$ cat config.mk
export PLATFORM = sky130hd
export DESIGN_NAME = unary_iter
export DESIGN_NICKNAME = d
export VERILOG_FILES = /design/src/rtl/unary_iter.sv
export SDC_FILE = /design/constraint.sdc
export NUM_CORES = 1
export LEC_CHECK = 0
export BUFFER_PORTS_ARGS = -buffer_cell sky130_fd_sc_hd__buf_2
export CAP_MARGIN = 20
export CORE_ASPECT_RATIO = 2
export CORE_MARGIN = 5
export CORE_UTILIZATION = 45
export DETAILED_ROUTE_END_ITERATION = 10
export PLACE_DENSITY = 0.75
export SKIP_LAST_GASP = 1
export SYNTH_ARGS = -nofsm -noshare
export SYNTH_HDL_FRONTEND = slang
export SYNTH_SLANG_ARGS = --single-unit
$ cat constraint.sdc
create_clock -name clk -period 1.95 [get_ports clk]
set_clock_uncertainty 0.05 [all_clocks]
set_input_delay 0.195 -clock clk [delete_from_list [all_inputs] [get_ports clk]]
set_output_delay 0.195 -clock clk [all_outputs]
set_load 0.03 [all_outputs]
$ cat src/rtl/unary_iter.sv
// unary_iter: iterates over a thermometer-coded word, emitting one token per
// leading '1' bit (bit 0 upward). Each token is {eot, index}; eot marks the
// final token of the word. Bits after the first zero are ignored.
//
// Ports:
//   clk         clock, rising edge
//   rst         asynchronous active-low reset
//   din_valid   input word valid
//   din_ready   input word accepted when high with din_valid
//   din_data    thermometer word, bit 0 first
//   dout_valid  output token valid
//   dout_ready  downstream ready
//   dout_data   {eot, index}
module unary_iter #(
    parameter int unsigned DIN = 16,
    parameter int unsigned IW  = $clog2(DIN)
) (
    input  logic           clk,
    input  logic           rst,
    input  logic           din_valid,
    output logic           din_ready,
    input  logic [DIN-1:0] din_data,
    output logic           dout_valid,
    input  logic           dout_ready,
    output logic [IW:0]    dout_data
);

    typedef enum logic [0:0] {
        StIdle,
        StEmit
    } state_e;

    localparam logic [IW-1:0] IdxMax = IW'(DIN - 1);

    state_e         state_q, state_d;
    logic [DIN-1:0] shreg_q, shreg_d;
    logic [IW-1:0]  idx_q, idx_d;
    logic           last;
    logic           ready_int;

    // shreg[0] is the current bit; the run ends when the next bit is zero
    // or the final position of the word has been reached.
    assign last = ~shreg_q[1] | (idx_q == IdxMax);

    always_comb begin
        state_d    = state_q;
        shreg_d    = shreg_q;
        idx_d      = idx_q;
        ready_int  = 1'b0;
        dout_valid = 1'b0;
        dout_data  = '0;

        unique case (state_q)
            StIdle: begin
                ready_int = 1'b1;
                // A word with bit 0 clear is a zero count: consumed, no token.
                if (din_valid && din_data[0]) begin
                    state_d = StEmit;
                    shreg_d = din_data;
                    idx_d   = '0;
                end
            end
            StEmit: begin
                dout_valid = 1'b1;
                dout_data  = {last, idx_q};
                if (dout_ready) begin
                    if (!last) begin
                        shreg_d = shreg_q >> 1;
                        idx_d   = idx_q + IW'(1);
                    end else begin
                        // Last token leaves this cycle: accept the next word
                        // now so back-to-back words have no bubble.
                        ready_int = 1'b1;
                        if (din_valid && din_data[0]) begin
                            shreg_d = din_data;
                            idx_d   = '0;
                        end else begin
                            state_d = StIdle;
                            shreg_d = '0;
                            idx_d   = '0;
                        end
                    end
                end
            end
            default: begin
                state_d = StIdle;
            end
        endcase
    end

    // Held low throughout reset regardless of state.
    assign din_ready = ready_int & rst;

    always_ff @(posedge clk or negedge rst) begin
        if (!rst) begin
            state_q <= StIdle;
            shreg_q <= '0;
            idx_q   <= '0;
        end else begin
            state_q <= state_d;
            shreg_q <= shreg_d;
            idx_q   <= idx_d;
        end
    end

endmodule

==> results.yml, run 1 <==
place:
  portBuffers: 26
  dp_hpwl_um: 2340
  gp_congestion: 0.846
layout:
  multi_input_area_sq_um: 648
  register_area_sq_um: 500
  diodes: 0
  syn_to_final_growth_pct: 18.2
  drive_gt1_frac: 0.358
  finalNetCount: 173
  nFillCells: 255
global_routing:
  grt_pass1_wl_um: 5340
  grt_max_degree: 21
  antenna_found_initial: 0
  grt_remaining_overflow: 0
  grt_pass1_vias: 1224
  grt_usage: 0.176
yosys:
  syn_avg_cell_area_sq_um: 9.80
  synth_edf_count: 0
  synthXorXnorAreaFrac: 0
  yosysWarnings: 0
  synth_area_sq_um: 1240
  synth_flop_cell: "dfrtp_1"
  synth_largest_area_cell: "dfrtp_1"
  ys_types: 32
  synth_compound_area_frac: 0.279
  synth_top_cell_area_share: 0.402
  synth-simple-area-share: 0.217
  ys_seq_elements: 20
  yosysSeqAreaShare: 0.402
  synth.most_common_cell: "dfrtp_1"
  synth_top_cells_by_count: "dfrtp_1, nand4_1, nor3_1"
  synthesis.instances: 127
  yosys-top-cells-area: "dfrtp_1, a31oi_2, o211ai_1"
  syn_nets: 148
  async_reset_ff_frac: 1.00
  synth_fa_ha_area_frac: 0.0101
  synth_top_family_by_area: "compound AO/OA/AOI/OAI gates"
  muxShareOfSynthArea: 0.00905
clock_tree:
  path_clk_slew_ns: 0.08
  clkSinkCount: 20
  numCtsBuffers: 3
  clockRootBuffer: "clkbuf_8"
  post-cts-setup-buffers: 0
  htree_levels: 1
  cts_tree: "yes"
  clock_latency_ns: 0.26
  clk_path_buf_depth: 2
setup_path:
  end_kind: "output pin"
  worstPathRequired_ns: 1.70
  cp_max_fo: 9
  critical_path_class: "reg2out"
  r2r-start: "state_q"
  r2r_setup_slack_ns: 0.19
  start_kind: "flop"
  r2r-end: "shreg_q[1]"
  cp.arrival_ns: 1.62
  rr_worst_depth: 3
hold_path:
  hold_end: "shreg_q[2]"
  hold_class: "in2reg"
  hold_depth: 3
  min_from: "din_data[2]"
detailed_routing:
  ant_nets: 0
  drt_pre_antenna_iters: 4
  wl_per_cell_um: 17.6
  drtIter0Drc: 59
  drt-total-wl_um: 3160
  vias: 1154
  viasPerCell: 6.41
  drc: 0
timing:
  slew_viol_final: 0
  max_slew.worst_pin.slew_ns: 0.687
  setup_viol: 0
  setup_tns_ns: 0
  finalHoldViolCount: 0
  timing.final.crit_share: 0.955
  relSlewSlack: 0.542
  rsz0062_at_grt: "no"
  fmax_mhz: 537
  min_period_ns: 1.86
power_and_ir_drop:
  power_mw: 2.00
  vdd_drop_max_mv: 1.07
  leakage_nw: 0.620
  p_per_area_nw_per_um2: 1360
floorplanning:
  initial_core_util: 0.461
  core_sq_um: 2700
  core.rowCount: 27
  fp.dieH_um: 84.4
  die_x_um: 47.2
  ios: 27
  die-area_sq_um: 3980
outcome:
  status: "finished clean"
run:
  drv_cap: 0
[how the worst max path moves through the flow]
| stage | from | to | slack, ns | cells past startpoint |
|---|---|---|---|---|
| 2_1_floorplan | idx_q[0] | dout_data[4] | 0.25 | 4 |
| 3_3_place_gp | state_q | shreg_q[13] | 0.29 | 3 |
| 3_5_place_dp | state_q | shreg_q[1] | 0.19 | 3 |
| 4_1_cts | idx_q[0] | din_ready | 0.02 | 4 |
| 5_1_grt | idx_q[0] | din_ready | 0.01 | 4 |
| 6_report | idx_q[0] | din_ready | 0.09 | 4 |
[cell families after synthesis]
group | count (synthesis)
adder cells (fa/ha/maj) | 1
flip-flops | 20
AND/OR/NAND/NOR | 47
multiplexers | 1
buffers and inverters | 18
AO/OA/AOI/OAI | 40
[layout make-up]
cell class,instances,area share
Sequential cell,20,0.340
Clock inverter,1,0.0204
Inverter,2,0.00510
Clock buffer,3,0.0281
Multi-Input combinational cell,89,0.440
Timing Repair Buffer,36,0.141
Tap cell,29,0.0247
[repair_timing]
action | in CTS | in global routing
hold buffers | 1 | 0
gates resized for setup | 0 | 2
setup endpoints to repair | 0 | 2
hold endpoints to repair | 20 | 0
[metrics by stage]
step,hold WS [ns],worst slack (ns),instances,area (sq um),utilization
6_report,0.169,0.0868,180,1470,0.544
5_1_grt,0.190,0.0113,180,1470,0.544
4_1_cts,0.171,0.0188,180,1470,0.542
3_5_place_dp,0.157,0.193,175,1380,0.512
3_3_place_gp,0.150,0.294,175,1380,0.512
2_1_floorplan,-0.151,0.254,127,1240,-
[cell usage in the layout (no fill, tap or decap), types with 2 or more instances in the layout]
master / n
inv_1: 2
o221ai_1: 2
dfrtp_1: 20
o211ai_1: 13
nor2_1: 2
clkbuf_8: 3
nor3_1: 14
buf_2: 26
o21ai_0: 3
and2_1: 5
nand4_1: 14
a22o_1: 2
a31oi_2: 10
nand2_1: 2
nand3_1: 3
a31oi_1: 3
buf_4: 9
[critical path, cell delays in order (launching register included)]
cell	delay, ns
dfrtp_1	0.42
ha_1	0.26
and3_2	0.25
o221a_2	0.26
buf_2	0.18
[sequential cells by signal, summed over array words and instances (netlist names)]
name     cells
idx_q        4
shreg_q     15
state_q      1
[metal layers]
| layer | GRT usage | part of all wire |
|---|---|---|
| met5 | 0 | 0 |
| met3 | 0.0300 | 0.071 |
| met2 | 0.294 | 0.52 |
| met1 | 0.202 | 0.39 |
| met4 | 0.0856 | 0.018 |
[where the power goes]
group	total, mW	leakage (nW)	switching [mW]	internal [mW]
registers	0.739	0.241	0.142	0.597
clock network	0.424	0.0357	0.150	0.274
logic	0.838	0.344	0.485	0.354
Note: power is estimated with default switching activity, not from simulation.
==> run 2: changes to the inputs <==
Settings changed: PLACE_DENSITY 0.75 to 0.67.
==> results.yml, run 2 (synthesized netlist as in run 1, its figures left out) <==
layout:
  syn_to_final_growth_pct: 16.5
  nFillCells: 260
  final_area_sq_um: 1450
  largest_reg_flops: 15
  reg_top3: "shreg_q: 15 flops, idx_q: 4 flops, state_q: 1 flops"
  drive_gt1_frac: 0.351
  mostFrequentLayoutCell: "buf_2"
  finalNetCount: 173
  largest_register: "shreg_q"
  diodes: 0
  final_cell_mix: "buf_2, dfrtp_1, nand4_1, nor3_1, o211ai_1"
  fin_util: 0.537
setup_path:
  path_cells: "ha_1 -> and3_2 -> o221a_2 -> buf_2"
  critical_path_class: "reg2out"
  cp.arrival_ns: 1.63
  end_kind: "output pin"
  start_kind: "flop"
  cp_slowest_stage_delay_ns: 0.42
  worstPathRequired_ns: 1.70
  cp_slowest_cell: "dfrtp_1"
  cp_max_fo: 9
  crit_cells: 4
  cp_top_family: "flip-flops"
  path_buf_inv: 1
  rr_worst_depth: 5
clock_tree:
  htree_levels: 1
  clock_latency_ns: 0.26
  cts_tree: "yes"
  path_clk_slew_ns: 0.08
  clk_path_buf_depth: 2
  clkSinkCount: 20
  clockRootBuffer: "clkbuf_8"
  numCtsBuffers: 3
timing:
  max_slew.worst_pin.slew_ns: 0.674
  setup_tns_ns: 0
  min_period_ns: 1.87
  timing.final.crit_share: 0.959
  finalHoldViolCount: 0
  rsz0062_at_grt: "no"
  fmax_mhz: 535
  slew_viol_final: 0
  setup_viol: 0
  relSlewSlack: 0.551
detailed_routing:
  drt-total-wl_um: 3280
  drtIter0Drc: 38
  vias: 1154
  drc: 0
  ant_nets: 0
  drt_pre_antenna_iters: 4
  wl_per_cell_um: 18.2
  viasPerCell: 6.41
power_and_ir_drop:
  p_per_area_nw_per_um2: 1320
  leakage_nw: 0.613
  vdd_drop_max_mv: 0.838
global_routing:
  grt_usage: 0.192
  grt_remaining_overflow: 0
  grt_max_degree: 21
  grt_pass1_wl_um: 5750
  antenna_found_initial: 0
  grt_pass1_vias: 1229
place:
  dp_hpwl_um: 2400
  gp_congestion: 0.801
  post_dp_cell_area_sq_um: 1380
  portBuffers: 26
floorplanning:
  ios: 27
  initial_core_util: 0.461
  die_x_um: 47.2
  fp.dieH_um: 84.4
  die-area_sq_um: 3980
  core_sq_um: 2700
  core.rowCount: 27
hold_path:
  hold_class: "in2reg"
  hold_depth: 3
run:
  drv_cap: 0
outcome:
  status: "finished clean"
## run 2: timing repair
action	4_1_cts	5_1_grt
setup endpoints to repair	0	1
hold buffers	1	0
gates resized for setup	0	1
endpoints found under the hold margin	20	0
setup buffers	0	0
## run 2: final timing paths
| check | from | slack, ns | to |
|---|---|---|---|
| min in group asynchronous | rst | 0.41 | shreg_q[9] |
| setup reg to reg | idx_q[0] | 0.29 | shreg_q[1] |
| setup / recovery | idx_q[0] | 0.08 | din_ready |
| hold / removal | din_data[14] | 0.17 | shreg_q[14] |
| hold reg to reg | shreg_q[15] | 0.51 | shreg_q[15] |
| max in group asynchronous | rst | 1.22 | idx_q[0] |
## run 2: routing by layer
layer	routed length [um]	track usage	up-vias
li1	-	-	547
met1	1280	0.240	571
met2	1800	0.309	32
met3	155	0.0279	4
met4	39	0.0882	0
met5	0	0	-
## run 2: worst register-to-register path: cells and delay by family (launching register included)
family          cells  cell delay [ns]
simple gates        1             0.25
flops               1             0.42
buf+inv             1             0.19
compound gates      2             0.35
fa+ha+maj           1             0.25
## run 2: layout make-up
class	instances	area, sq um	area share
repair buffers	36	208	0.143
multi-input cells	89	643	0.443
clock buffers	4	55.1	0.0380
inverters	2	7.51	0.00518
well taps	29	36.3	0.0250
flip-flops and latches	20	500	0.345
## run 2: per-stage QoR
step	total power, mW	std cells	hold slack, ns	setup WS, ns
floorplan	1.38	127	-0.151	0.254
finish	1.92	180	0.168	0.0799
detailed placement	1.59	175	0.167	0.251
global placement	1.56	175	0.170	0.284
global route	2.05	180	0.188	0.000162
CTS	1.92	180	0.171	0.00508
## run 2: power breakdown
group	internal [mW]	switching, mW
clock network	0.180	0.152
registers	0.597	0.142
logic	0.354	0.493
total	1.13	0.786
==> run 3: changes to the inputs <==
Settings changed: CORE_ASPECT_RATIO 2 to default, CORE_UTILIZATION 45 to 53, PLACE_DENSITY 0.67 to 0.77.
==> results.yml, run 3 (synthesized netlist as in run 1, its figures left out) <==
place:
  dp_hpwl_um: 2090
  portBuffers: 26
  post_dp_cell_area_sq_um: 1380
  gp_congestion: 0.829
  place_inst: 173
  dp_worst_setup_slack_ns: 0.229
floorplanning:
  core.rowCount: 17
  ios: 27
  core_sq_um: 2230
  die-area_sq_um: 3420
  fp.dieH_um: 58.5
  die_x_um: 58.5
  initial_core_util: 0.557
global_routing:
  grt_remaining_overflow: 0
  grt_usage: 0.185
  grt_max_degree: 21
  grt_pass1_vias: 1151
  grt_pass1_wl_um: 5040
  antenna_found_initial: 0
detailed_routing:
  ant_nets: 0
  drt_pre_antenna_iters: 4
  viasPerCell: 6.20
  drt-total-wl_um: 2890
  wl_per_cell_um: 16.2
  drc: 0
  drtIter0Drc: 25
  vias: 1104
outcome:
  status: "finished clean"
timing:
  rsz0062_at_grt: "no"
  fmax_mhz: 537
  finalHoldViolCount: 0
  setup_ws_ns: 0.0894
  slew_viol_final: 0
  max_slew.worst_pin.slew_ns: 0.703
  timing.final.crit_share: 0.954
  setup_tns_ns: 0
  setup_viol: 0
  min_period_ns: 1.86
  relSlewSlack: 0.531
clock_tree:
  clockRootBuffer: "clkbuf_4"
  clkSinkCount: 20
  clk_path_buf_depth: 2
  clock_latency_ns: 0.30
  htree_levels: 1
  numCtsBuffers: 3
  path_clk_slew_ns: 0.12
  post-cts-setup-buffers: 0
  cts_tree: "yes"
layout:
  drive_gt1_frac: 0.367
  diodes: 0
  largest_reg_flops: 15
  finalNetCount: 172
  largest_register: "shreg_q"
  final_area_sq_um: 1440
  nFillCells: 198
  mostFrequentLayoutCell: "buf_2"
  syn_to_final_growth_pct: 15.3
  final_cell_mix: "buf_2, dfrtp_1, nand4_1, nor3_1, o211ai_1"
  stdcell_count: 178
  fin_util: 0.643
  reg_top3: "shreg_q: 15 flops, idx_q: 4 flops, state_q: 1 flops"
setup_path:
  start_kind: "flop"
  cp_max_fo: 10
  end_kind: "output pin"
  r2r-start: "state_q"
  worstPathRequired_ns: 1.70
  r2r-end: "shreg_q[1]"
  crit_end: "din_ready"
  r2r_setup_slack_ns: 0.25
  startpoint: "idx_q[0]"
  rr_worst_depth: 3
  cp.arrival_ns: 1.62
  critical_path_class: "reg2out"
run:
  drv_cap: 0
power_and_ir_drop:
  p_per_area_nw_per_um2: 1260
  leakage_nw: 0.596
  vdd_drop_max_mv: 0.753
hold_path:
  hold_class: "in2reg"
-- run 3: cell count changes in the layout (fill, tap and decap cells not counted) --
| cell | change |
|---|---|
| ha_2 | +1 |
| dfrtp_2 | +1 |
| nand3_2 | +1 |
| and3_2 | -1 |
| buf_4 | -1 |
| ha_1 | -1 |
| dfrtp_1 | -1 |
| clkbuf_8 | -3 |
| clkbuf_4 | +3 |
| nand3_1 | -1 |
| and3_4 | +1 |
-- run 3: layer usage --
metal	track usage	part of all wire
met2	0.295	0.48
met5	0	0
met4	0.0795	0.016
met3	0.0241	0.045
met1	0.250	0.45
-- run 3: layout make-up --
class	instances	area, sq um	share of cell area
repair buffers	35	200	0.139
flip-flops and latches	20	502	0.350
well taps	28	35.0	0.0244
clock buffers	4	36.3	0.0253
multi-input cells	89	654	0.456
inverters	2	7.51	0.00523
-- run 3: through the flow --
step	total power, mW	hold WS [ns]
final	1.80	0.138
after global routing	1.94	0.131
after CTS	1.80	0.128
after detailed placement	1.56	0.168
after global placement	1.53	0.163
after floorplan	1.38	-0.151
-- run 3: repair_timing --
item | CTS | global route
endpoints found under the hold margin | 20 | 0
gates resized for setup | 1 | 4
setup endpoints to repair | 1 | 2
hold buffers | 1 | 0
-- run 3: where the power goes --
part	leakage (nW)	switching [mW]	total, mW	internal, mW
Sequential	0.240	0.153	0.750	0.597
Combinational	0.335	0.460	0.807	0.348
Clock	0.0210	0.131	0.245	0.114
Total	0.596	0.744	1.80	1.06
-- run 3: how the worst min path moves through the flow --
stage	startpoint	end	slack (ns)	cells after the start
2_1_floorplan	rst	idx_q[0]	-0.15	0
3_3_place_gp	rst	shreg_q[1]	0.16	2
3_5_place_dp	rst	shreg_q[15]	0.17	2
4_1_cts	din_data[2]	shreg_q[2]	0.13	3
5_1_grt	din_valid	state_q	0.13	2
6_report	din_data[14]	shreg_q[14]	0.14	3
-- run 3: critical path, cell delays in order (launching register included) --
cell     delay, ns
dfrtp_1       0.41
ha_2          0.23
and3_4        0.26
o221a_2       0.21
buf_2         0.19
